==> config.mk <==
export PLATFORM = sky130hd
export DESIGN_NAME = seq_pattern_gen
export DESIGN_NICKNAME = d
export VERILOG_FILES = /design/src/rtl/seq_gen_pkg.sv /design/src/rtl/seq_piso_reg.sv /design/src/rtl/seq_pattern_gen.sv
export SDC_FILE = /design/constraint.sdc
export NUM_CORES = 1
export LEC_CHECK = 0
export BUFFER_PORTS_ARGS = -buffer_cell sky130_fd_sc_hd__buf_2
export CAP_MARGIN = 20
export CORE_MARGIN = 2
export CORE_UTILIZATION = 46
export DETAILED_ROUTE_END_ITERATION = 7
export PLACE_DENSITY_LB_ADDON = 0.1
export SYNTH_ARGS = -nofsm -noshare
export SYNTH_HDL_FRONTEND = slang
export SYNTH_HIERARCHICAL = 1
export SYNTH_SLANG_ARGS = --single-unit
==> constraint.sdc <==
create_clock -name Clk -period 2.75 [get_ports Clk]
set_input_delay 0.825 -clock Clk [delete_from_list [all_inputs] [get_ports Clk]]
set_output_delay 0.825 -clock Clk [all_outputs]
set_load 0.1 [all_outputs]
==> src/rtl/seq_gen_pkg.sv <==
`default_nettype none
// ============================================================================
// Module      : seq_gen_pkg
// Description : Shared types and helpers for the serial pattern generator.
//               Holds the FSM state encoding, default sizing constants and
//               the load-length clamp function.
// Revision    : 1.0 - initial release
// ============================================================================
package seq_gen_pkg;

   localparam int unsigned c_default_width = 24;
   localparam int unsigned c_default_cnt_w = 5;

   typedef enum logic [1:0] {
      ST_IDLE  = 2'd0,
      ST_ARMED = 2'd1,
      ST_SHIFT = 2'd2
   } state_t;

   // A length of zero means "full register"; anything wider than the
   // register is limited to the register width.
   function automatic int unsigned clamp_len(input int unsigned len,
                                             input int unsigned width);
      if ((len == 0) || (len > width)) begin
         return width;
      end
      return len;
   endfunction

endpackage
`default_nettype wire

==> src/rtl/seq_piso_reg.sv <==
`default_nettype none
// ============================================================================
// Module      : seq_piso_reg
// Description : Parallel-load, serial-out left-shift register. Load has
//               priority over shift; shifting fills with zeros.
// Ports       : Clk, rst_n (sync, active-low)
//               i_load  - capture i_data
//               i_shift - shift left by one, zero fill
//               i_data  - parallel load value
//               o_msb   - current MSB (serial output bit)
// Revision    : 1.0 - initial release
// ============================================================================
module seq_piso_reg
   import seq_gen_pkg::*;
#(
   parameter int unsigned WIDTH = c_default_width
) (
   input  logic             Clk,
   input  logic             rst_n,
   input  logic             i_load,
   input  logic             i_shift,
   input  logic [WIDTH-1:0] i_data,
   output logic             o_msb
);

   logic [WIDTH-1:0] r_q;

   always_ff @(posedge Clk) begin
      if (!rst_n) begin
         r_q <= '0;
      end else if (i_load) begin
         r_q <= i_data;
      end else if (i_shift) begin
         r_q <= {r_q[WIDTH-2:0], 1'b0};
      end
   end

   assign o_msb = r_q[WIDTH-1];

endmodule
`default_nettype wire

==> src/rtl/seq_pattern_gen.sv <==
`default_nettype none
// ============================================================================
// Module      : seq_pattern_gen
// Description : Serial bit-pattern transmitter. A pattern, length and loop
//               flag are loaded over a valid/ready port, then shifted out
//               MSB-first one bit per clock, once or looped without gaps.
// Ports       : Clk, rst_n (sync, active-low)
//               i_load_valid / o_load_ready - load handshake
//               i_load_pattern, i_load_len, i_load_loop - load payload
//               i_start - begin transmission, i_halt - abort
//               o_x, o_x_valid - serial data and qualifier
//               o_busy - shifting, o_done - end-of-run pulse
// Revision    : 1.0 - initial release
// ============================================================================
module seq_pattern_gen
   import seq_gen_pkg::*;
#(
   parameter int unsigned WIDTH = c_default_width,
   parameter int unsigned CNT_W = c_default_cnt_w
) (
   input  logic             Clk,
   input  logic             rst_n,
   input  logic             i_load_valid,
   output logic             o_load_ready,
   input  logic [WIDTH-1:0] i_load_pattern,
   input  logic [CNT_W-1:0] i_load_len,
   input  logic             i_load_loop,
   input  logic             i_start,
   input  logic             i_halt,
   output logic             o_x,
   output logic             o_x_valid,
   output logic             o_busy,
   output logic             o_done
);

   localparam logic [CNT_W-1:0] c_one = CNT_W'(1);

   state_t           r_state;
   logic [WIDTH-1:0] r_pat;
   logic [CNT_W-1:0] r_len;
   logic             r_loop;
   logic [CNT_W-1:0] r_cnt;
   logic             r_x_valid;
   logic             r_busy;
   logic             r_done;

   logic             w_ld_fire;
   logic             w_last;
   logic             w_sh_load;
   logic             w_sh_shift;
   logic [WIDTH-1:0] w_sh_din;
   logic             w_sh_msb;

   assign w_ld_fire = i_load_valid && (r_state != ST_SHIFT);
   assign w_last    = (r_cnt == (r_len - c_one));

   // The shift register doubles as the serial output register: it is
   // reloaded with zeros whenever a run ends so o_x reads 0 outside SHIFT.
   always_comb begin
      w_sh_load  = 1'b0;
      w_sh_shift = 1'b0;
      w_sh_din   = r_pat;
      case (r_state)
         ST_ARMED: begin
            if (!w_ld_fire && i_start) begin
               w_sh_load = 1'b1;
            end
         end
         ST_SHIFT: begin
            if (i_halt) begin
               w_sh_load = 1'b1;
               w_sh_din  = '0;
            end else if (w_last) begin
               w_sh_load = 1'b1;
               w_sh_din  = r_loop ? r_pat : '0;
            end else begin
               w_sh_shift = 1'b1;
            end
         end
         default: begin
         end
      endcase
   end

   seq_piso_reg #(
      .WIDTH (WIDTH)
   ) u_piso (
      .Clk     (Clk),
      .rst_n   (rst_n),
      .i_load  (w_sh_load),
      .i_shift (w_sh_shift),
      .i_data  (w_sh_din),
      .o_msb   (w_sh_msb)
   );

   always_ff @(posedge Clk) begin
      if (!rst_n) begin
         r_state   <= ST_IDLE;
         r_pat     <= '0;
         r_len     <= '0;
         r_loop    <= 1'b0;
         r_cnt     <= '0;
         r_x_valid <= 1'b0;
         r_busy    <= 1'b0;
         r_done    <= 1'b0;
      end else begin
         r_done <= 1'b0;
         case (r_state)
            ST_IDLE, ST_ARMED: begin
               if (w_ld_fire) begin
                  // A load always wins over a simultaneous start.
                  r_pat   <= i_load_pattern;
                  r_len   <= CNT_W'(clamp_len(32'(i_load_len), WIDTH));
                  r_loop  <= i_load_loop;
                  r_state <= ST_ARMED;
               end else if ((r_state == ST_ARMED) && i_start) begin
                  r_cnt     <= '0;
                  r_x_valid <= 1'b1;
                  r_busy    <= 1'b1;
                  r_state   <= ST_SHIFT;
               end
            end
            ST_SHIFT: begin
               if (i_halt) begin
                  r_x_valid <= 1'b0;
                  r_busy    <= 1'b0;
                  r_state   <= ST_ARMED;
               end else if (w_last) begin
                  r_cnt <= '0;
                  if (!r_loop) begin
                     r_x_valid <= 1'b0;
                     r_busy    <= 1'b0;
                     r_done    <= 1'b1;
                     r_state   <= ST_ARMED;
                  end
               end else begin
                  r_cnt <= r_cnt + c_one;
               end
            end
            default: begin
               r_state <= ST_IDLE;
            end
         endcase
      end
   end

   assign o_load_ready = (r_state != ST_SHIFT);
   assign o_x          = w_sh_msb;
   assign o_x_valid    = r_x_valid;
   assign o_busy       = r_busy;
   assign o_done       = r_done;

endmodule
`default_nettype wire

==> impl_metrics.toml, run 1 <==
[outcome]
status = "finished, final reports clean"

[routing]
drt_pass1_iterations = 4
routed_wl_microns = 6970
wl_per_cell_microns = 13.83
first_iter_violations = 98
via_per_inst = 5.258
vias = 2650
ant_nets = 0
drc = 0

[setup_path]
cp_max_fo = 4
timing.rr.end = "u_piso/r_q[4]"
worstPathArrival_ns = 1.61
crit_start = "r_state[0]"
reg2reg_slack_ns = 0.37
crit_end = "o_load_ready"
reg2regPathDepth = 10
start_kind = "flop"
endpoint_kind = "output pin"
crit_type = "reg2out"
r2r-start = "r_len[0]"
required_ns = 1.93

[clock_network]
cts_tree = "built"
clk_latency_ns = 0.32
numCtsBuffers = 9
clock_path_buffers = 2
cts_htree_levels = 3
clock-sinks = 63
cts.repair_timing.setup_buffer_count = 0
hold_buffers = 0
cts.clk_slew.worst_paths_ns = 0.07
cts_root_buf = "clkbuf_8"
ctsResizeCount = 0

[global_route]
grt_pass1_vias = 2567
grt_first_pass_wirelength_microns = 11700
grt_start_max_net_pins = 37
grt_usage_pct = 18.77
antenna_found_initial = 0
overflow = 0

[synthesis]
synth_top_area_cell = "dfxtp_1"
yosys_register_bits = 63
syn_nets = 408
synthTopCellsByCount = "nand2_1 (66), dfxtp_1 (63), a21oi_1 (34)"
ys_warn_count = 6
synth_most_common_cell = "nand2_1"
synthFlopType = "dfxtp_1"
synth_cell_types = 44
synth_top_area_share_pct = 38.12
avgSynthCellArea_sq_um = 9.014
synth_edf_count = 0
ys_seq_area_share_pct = 38.12
netlist_area_sq_um = 3308
async_flop_share_pct = 0
synth_area_leaders = "dfxtp_1 (38%), mux2_4 (8.6%), nand2_1 (7.5%)"
syn_inst = 367

[floorplanning]
die_x_microns = 88.81
fp.dieArea_sq_um = 7886
rows = 30
start_util_pct = 48.16
io_pins = 40
core_area_sq_um = 6869
die_h_microns = 88.81

[cells_and_area]
antennaDiodeCount = 0
area_growth_pct = 16.11
fin_area_sq_um = 3841
fin_nets = 444
drive_above_1_share_pct = 24.75

[hold_path]
min_path_type = "reg2reg"

[placement]
place_congestion = 0.8415
place_hpwl_microns = 4690
placed_cell_area_sq_um = 3596
io_buffer_count = 39

[run]
drv_cap = 0

[pwr]
p_leak_nw = 1.790
ir_drop_mv = 0.3264
p_per_area_nw_per_um2 = 602.1

[timing]
min_period_over_period_pct = 88.44
finalCriticalPeriod_ns = 2.432
rsz0062_at_grt = "no"
setup_tns_ns = 0
skew_ns = 0.007552
setup_viol = 0
hold_viol = 0
max_freq_ghz = 0.4112
tightest_slew_ns = 0.4895
drv_slew = 0
slew_headroom_pct = 67.37
[logic make-up (layout without fill, tap and decap cells)]
group / count (synthesis) / after routing / share of synthesized area, %
xor gates and xnor gates: 6 / 6 / 1.589
AOI/OAI and AO/OA: 102 / 102 / 23.49
buffers and inverters: 36 / 77 / 5.446
DFF: 63 / 63 / 38.12
and+or+nand+nor: 130 / 130 / 18.80
adders and majority gates: 6 / 6 / 2.269
muxes: 24 / 24 / 10.29
[registers in the layout, indices dropped and copies added (netlist names)]
register / flops
r_loop: 1
u_piso/r_q: 24
r_len: 5
r_pat: 24
r_state: 2
o_done: 1
o_busy: 1
r_cnt: 5
[power breakdown]
group | internal (mW) | switching, mW
sequential | 0.964 | 0.0331
clock | 0.605 | 0.372
combinational | 0.140 | 0.199
total | 1.71 | 0.604
[placed cells by master (no fill, tap or decap), types with 4 or more instances in the layout]
| cell type | Yosys | routed |
|---|---|---|
| a21boi_0 | 18 | 18 |
| a21boi_1 | 8 | 8 |
| a21oi_1 | 34 | 34 |
| buf_2 | 9 | 39 |
| buf_4 | 2 | 13 |
| clkbuf_8 | 0 | 9 |
| dfxtp_1 | 63 | 63 |
| ha_1 | 6 | 6 |
| inv_1 | 7 | 7 |
| mux2_2 | 4 | 4 |
| mux2_4 | 19 | 19 |
| nand2_1 | 66 | 66 |
| nand2b_1 | 27 | 27 |
| nand3_1 | 10 | 10 |
| nor2_1 | 8 | 7 |
| nor3_1 | 4 | 4 |
| o211a_1 | 24 | 24 |
| o211ai_1 | 4 | 4 |
[through the flow]
stage | instances | total power [mW] | setup WS, ns | hold slack [ns] | util, %
after floorplan | 367 | 1.264 | 0.2982 | 0.4325 | -
after detailed placement | 488 | 1.359 | 0.3851 | 0.4434 | 52.35
final | 504 | 2.313 | 0.3179 | 0.4519 | 55.92
after global placement | 488 | 1.353 | 0.4079 | 0.4415 | 52.35
after global routing | 504 | 2.423 | 0.2207 | 0.4747 | 55.92
after CTS | 504 | 2.341 | 0.2973 | 0.4538 | 55.92
[layout make-up]
class	count	area, sq um
fill	664	3028
multi-input combinational	268	1872
sequential	63	1261
timing repair buffer	53	312.8
clock buffer	9	123.9
clock inverter	7	121.4
tap	96	120.1
inverter	8	30.03
[critical path, stage by stage, from the launching register on]
cell	delay [ns]
dfxtp_1	0.39
inv_1	0.10
ha_1	0.24
inv_1	0.11
buf_2	0.44
[metal layers]
metal | up-vias | GRT usage (%) | routed length (microns) | part of all wire [%]
met5 | - | 0 | 0 | 0
li1 | 1360 | - | - | -
met3 | 2 | 2.985 | 158 | 2.3
met1 | 1259 | 25.30 | 3423 | 49
met2 | 29 | 31.07 | 3372 | 48
met4 | 0 | 5.372 | 15 | 0.22
[how the worst min path moves through the flow]
stage	from	cells past startpoint	slack [ns]	end
after floorplan	r_pat[0]	2	0.43	r_pat[0]
after global placement	r_pat[0]	2	0.44	r_pat[0]
after detailed placement	r_pat[4]	2	0.44	r_pat[4]
after CTS	r_pat[0]	2	0.45	r_pat[0]
after global routing	r_pat[18]	2	0.47	r_pat[18]
final	r_pat[0]	2	0.45	r_pat[0]
No activity file was read; power rests on OpenSTA's default activity.
==> run 2, diff against run 1 <==
clock period = 3 ns   (was 2.75 ns; I/O delays follow)
==> run 2 against run 1 <==
Compared with the run above:
- register-to-register slack better by 0.23 ns
- global-route usage about the same
- largest cell class unchanged
- combinational power down 8.8%
- hold slack worse by 0.0029 ns
- clock skew up 0.00066 ns
- sequential cell count unchanged
- wire length down 2.6%
- count of clock-buffer cells in the layout up 3
- power down 15%
- utilization down 0.91 points
- sequential power down 8.5%
- sequential share of layout area up 0.54 points
==> impl_metrics.toml, run 2 (synthesis results as in run 1) <==
[cells_and_area]
n_fill_cell = 663
fin_nets = 442
multiInputGateArea_sq_um = 1872
final_cell_mix = "nand2_1 (66), dfxtp_1 (63), buf_2 (39)"
fin_area_sq_um = 3779
drive_above_1_share_pct = 23.95
register_area_sq_um = 1261
largest_registers = "r_pat x24, u_piso/r_q x24"
layout_commonest_cell = "nand2_1"
antennaDiodeCount = 0
area_growth_pct = 14.22
layoutNonFillerInstCount = 501

[timing]
finalCriticalPeriod_ns = 2.489
drv_slew = 0
max_freq_ghz = 0.4017
tightest_slew_ns = 0.5479
setup_viol = 0
layout_setup_ws_ns = 0.5108
min_period_over_period_pct = 82.97
setup_tns_ns = 0
hold_viol = 0
rsz0062_at_grt = "no"
hold-worst-slack_ns = 0.4490
skew_ns = 0.008216
slew_headroom_pct = 63.43

[floorplanning]
fp.dieArea_sq_um = 7886
rows = 30
io_pins = 40
start_util_pct = 48.16
die_x_microns = 88.81
core_area_sq_um = 6869
die_h_microns = 88.81

[routing]
wl_per_cell_microns = 13.55
wl_met1_microns = 3391
first_iter_violations = 174
route.met3.wl_microns = 226
vias = 2616
drt_pass1_iterations = 4
via_per_inst = 5.222
ant_nets = 0
wl_met2_microns = 3120
routed_wl_microns = 6790
top_layer_used = "met4"
drc = 0

[outcome]
status = "finished, final reports clean"

[clock_network]
clock_path_buffers = 2
cts_htree_levels = 3
cts_root_buf = "clkbuf_8"
clk_latency_ns = 0.33
clock-sinks = 63
ctsResizeCount = 0
cts_tree = "built"
cts.clk_slew.worst_paths_ns = 0.07
hold_buffers = 0
cts.repair_timing.setup_buffer_count = 0
numCtsBuffers = 9

[setup_path]
worstPathArrival_ns = 1.59
slowest_delay_ns = 0.44
crit_type = "reg2out"
crit_cells = 4
cp_max_fo = 4
required_ns = 2.10
slowest_stage = "buf_2"
reg2reg_slack_ns = 0.60
r2r-start = "r_len[0]"
timing.rr.end = "u_piso/r_q[21]"
crit_end = "o_load_ready"
crit_top_cell = "inv_1"
endpoint_kind = "output pin"
path_buf_inv = 3
crit_chain = "inv_1 -> ha_1 -> inv_1 -> buf_2"
crit_start = "r_state[0]"
start_kind = "flop"
reg2regPathDepth = 11
critPathTopFamily = "buffers and inverters"

[pwr]
p_clk_share_pct = 37.7
seqPwrFrac_pct = 46.5
sw_frac_of_total_pct = 26.87
power_switching_mw = 0.5268
intPower_mw = 1.434
p_per_area_nw_per_um2 = 518.9
ir_drop_mv = 0.3099
combPwrFrac_pct = 15.8
p_leak_nw = 1.754

[placement]
place_hpwl_microns = 4549
place_congestion = 0.8694
dp_cells = 486
io_buffer_count = 39
dpl_worst_slack_ns = 0.6004
placed_cell_area_sq_um = 3581

[global_route]
grt_first_pass_wirelength_microns = 11490
overflow = 0
grt_usage_pct = 18.81
grt_start_max_net_pins = 35
antenna_found_initial = 0
grt_pass1_vias = 2393

[hold_path]
hold_path_depth = 2
min_path_type = "reg2reg"

[run]
drv_cap = 0
run 2: changes by cell type in the layout (fill, tap and decap cells not counted), sizes merged:
cell / previous run / this run
clkinvlp: 0 / 1
bufinv: 3 / 1
clkinv: 5 / 2
buf: 53 / 51
clkbuf: 9 / 12
run 2: worst min-delay path by stage:
stage,to,start,slack [ns]
after floorplan,r_pat[0],r_pat[0],0.43
after global placement,r_pat[3],r_pat[3],0.44
after detailed placement,r_pat[0],r_pat[0],0.44
after CTS,r_pat[0],r_pat[0],0.45
after global routing,r_pat[6],r_pat[6],0.48
final,r_pat[23],r_pat[23],0.45
run 2: tightest hold or removal path: stages (launching register included):
cell     delay (ns)
dfxtp_1        0.31
nand2_1        0.05
a21oi_1        0.05
run 2: per-layer routing:
metal	global-route usage, %	vias to the layer above
met5	0	-
met4	4.959	0
met3	4.664	5
met2	29.72	39
met1	25.70	1224
li1	-	1348
run 2: cell type report:
type	count	area share (%)
clock buffers	12	4.106
clock inverters	3	1.126
inverters	8	0.7947
multi-input cells	268	49.54
flip-flops and latches	63	33.38
well taps	96	3.179
repair buffers	51	7.881
run 2: power groups by stage:
stage               clock network, mW  logic [mW]  registers (mW)
floorplan                           0       0.219           0.940
global placement                    0       0.308           0.931
detailed placement                  0       0.310           0.932
CTS                             0.762       0.312           0.912
global route                    0.809       0.343           0.918
finish                          0.740       0.309           0.912
run 2: per-stage QoR:
| stage | total power [mW] | utilization [%] |
|---|---|---|
| global placement | 1.239 | 52.13 |
| CTS | 1.986 | 55.01 |
| detailed placement | 1.242 | 52.13 |
| floorplan | 1.158 | - |
| global route | 2.070 | 55.01 |
| finish | 1.961 | 55.01 |
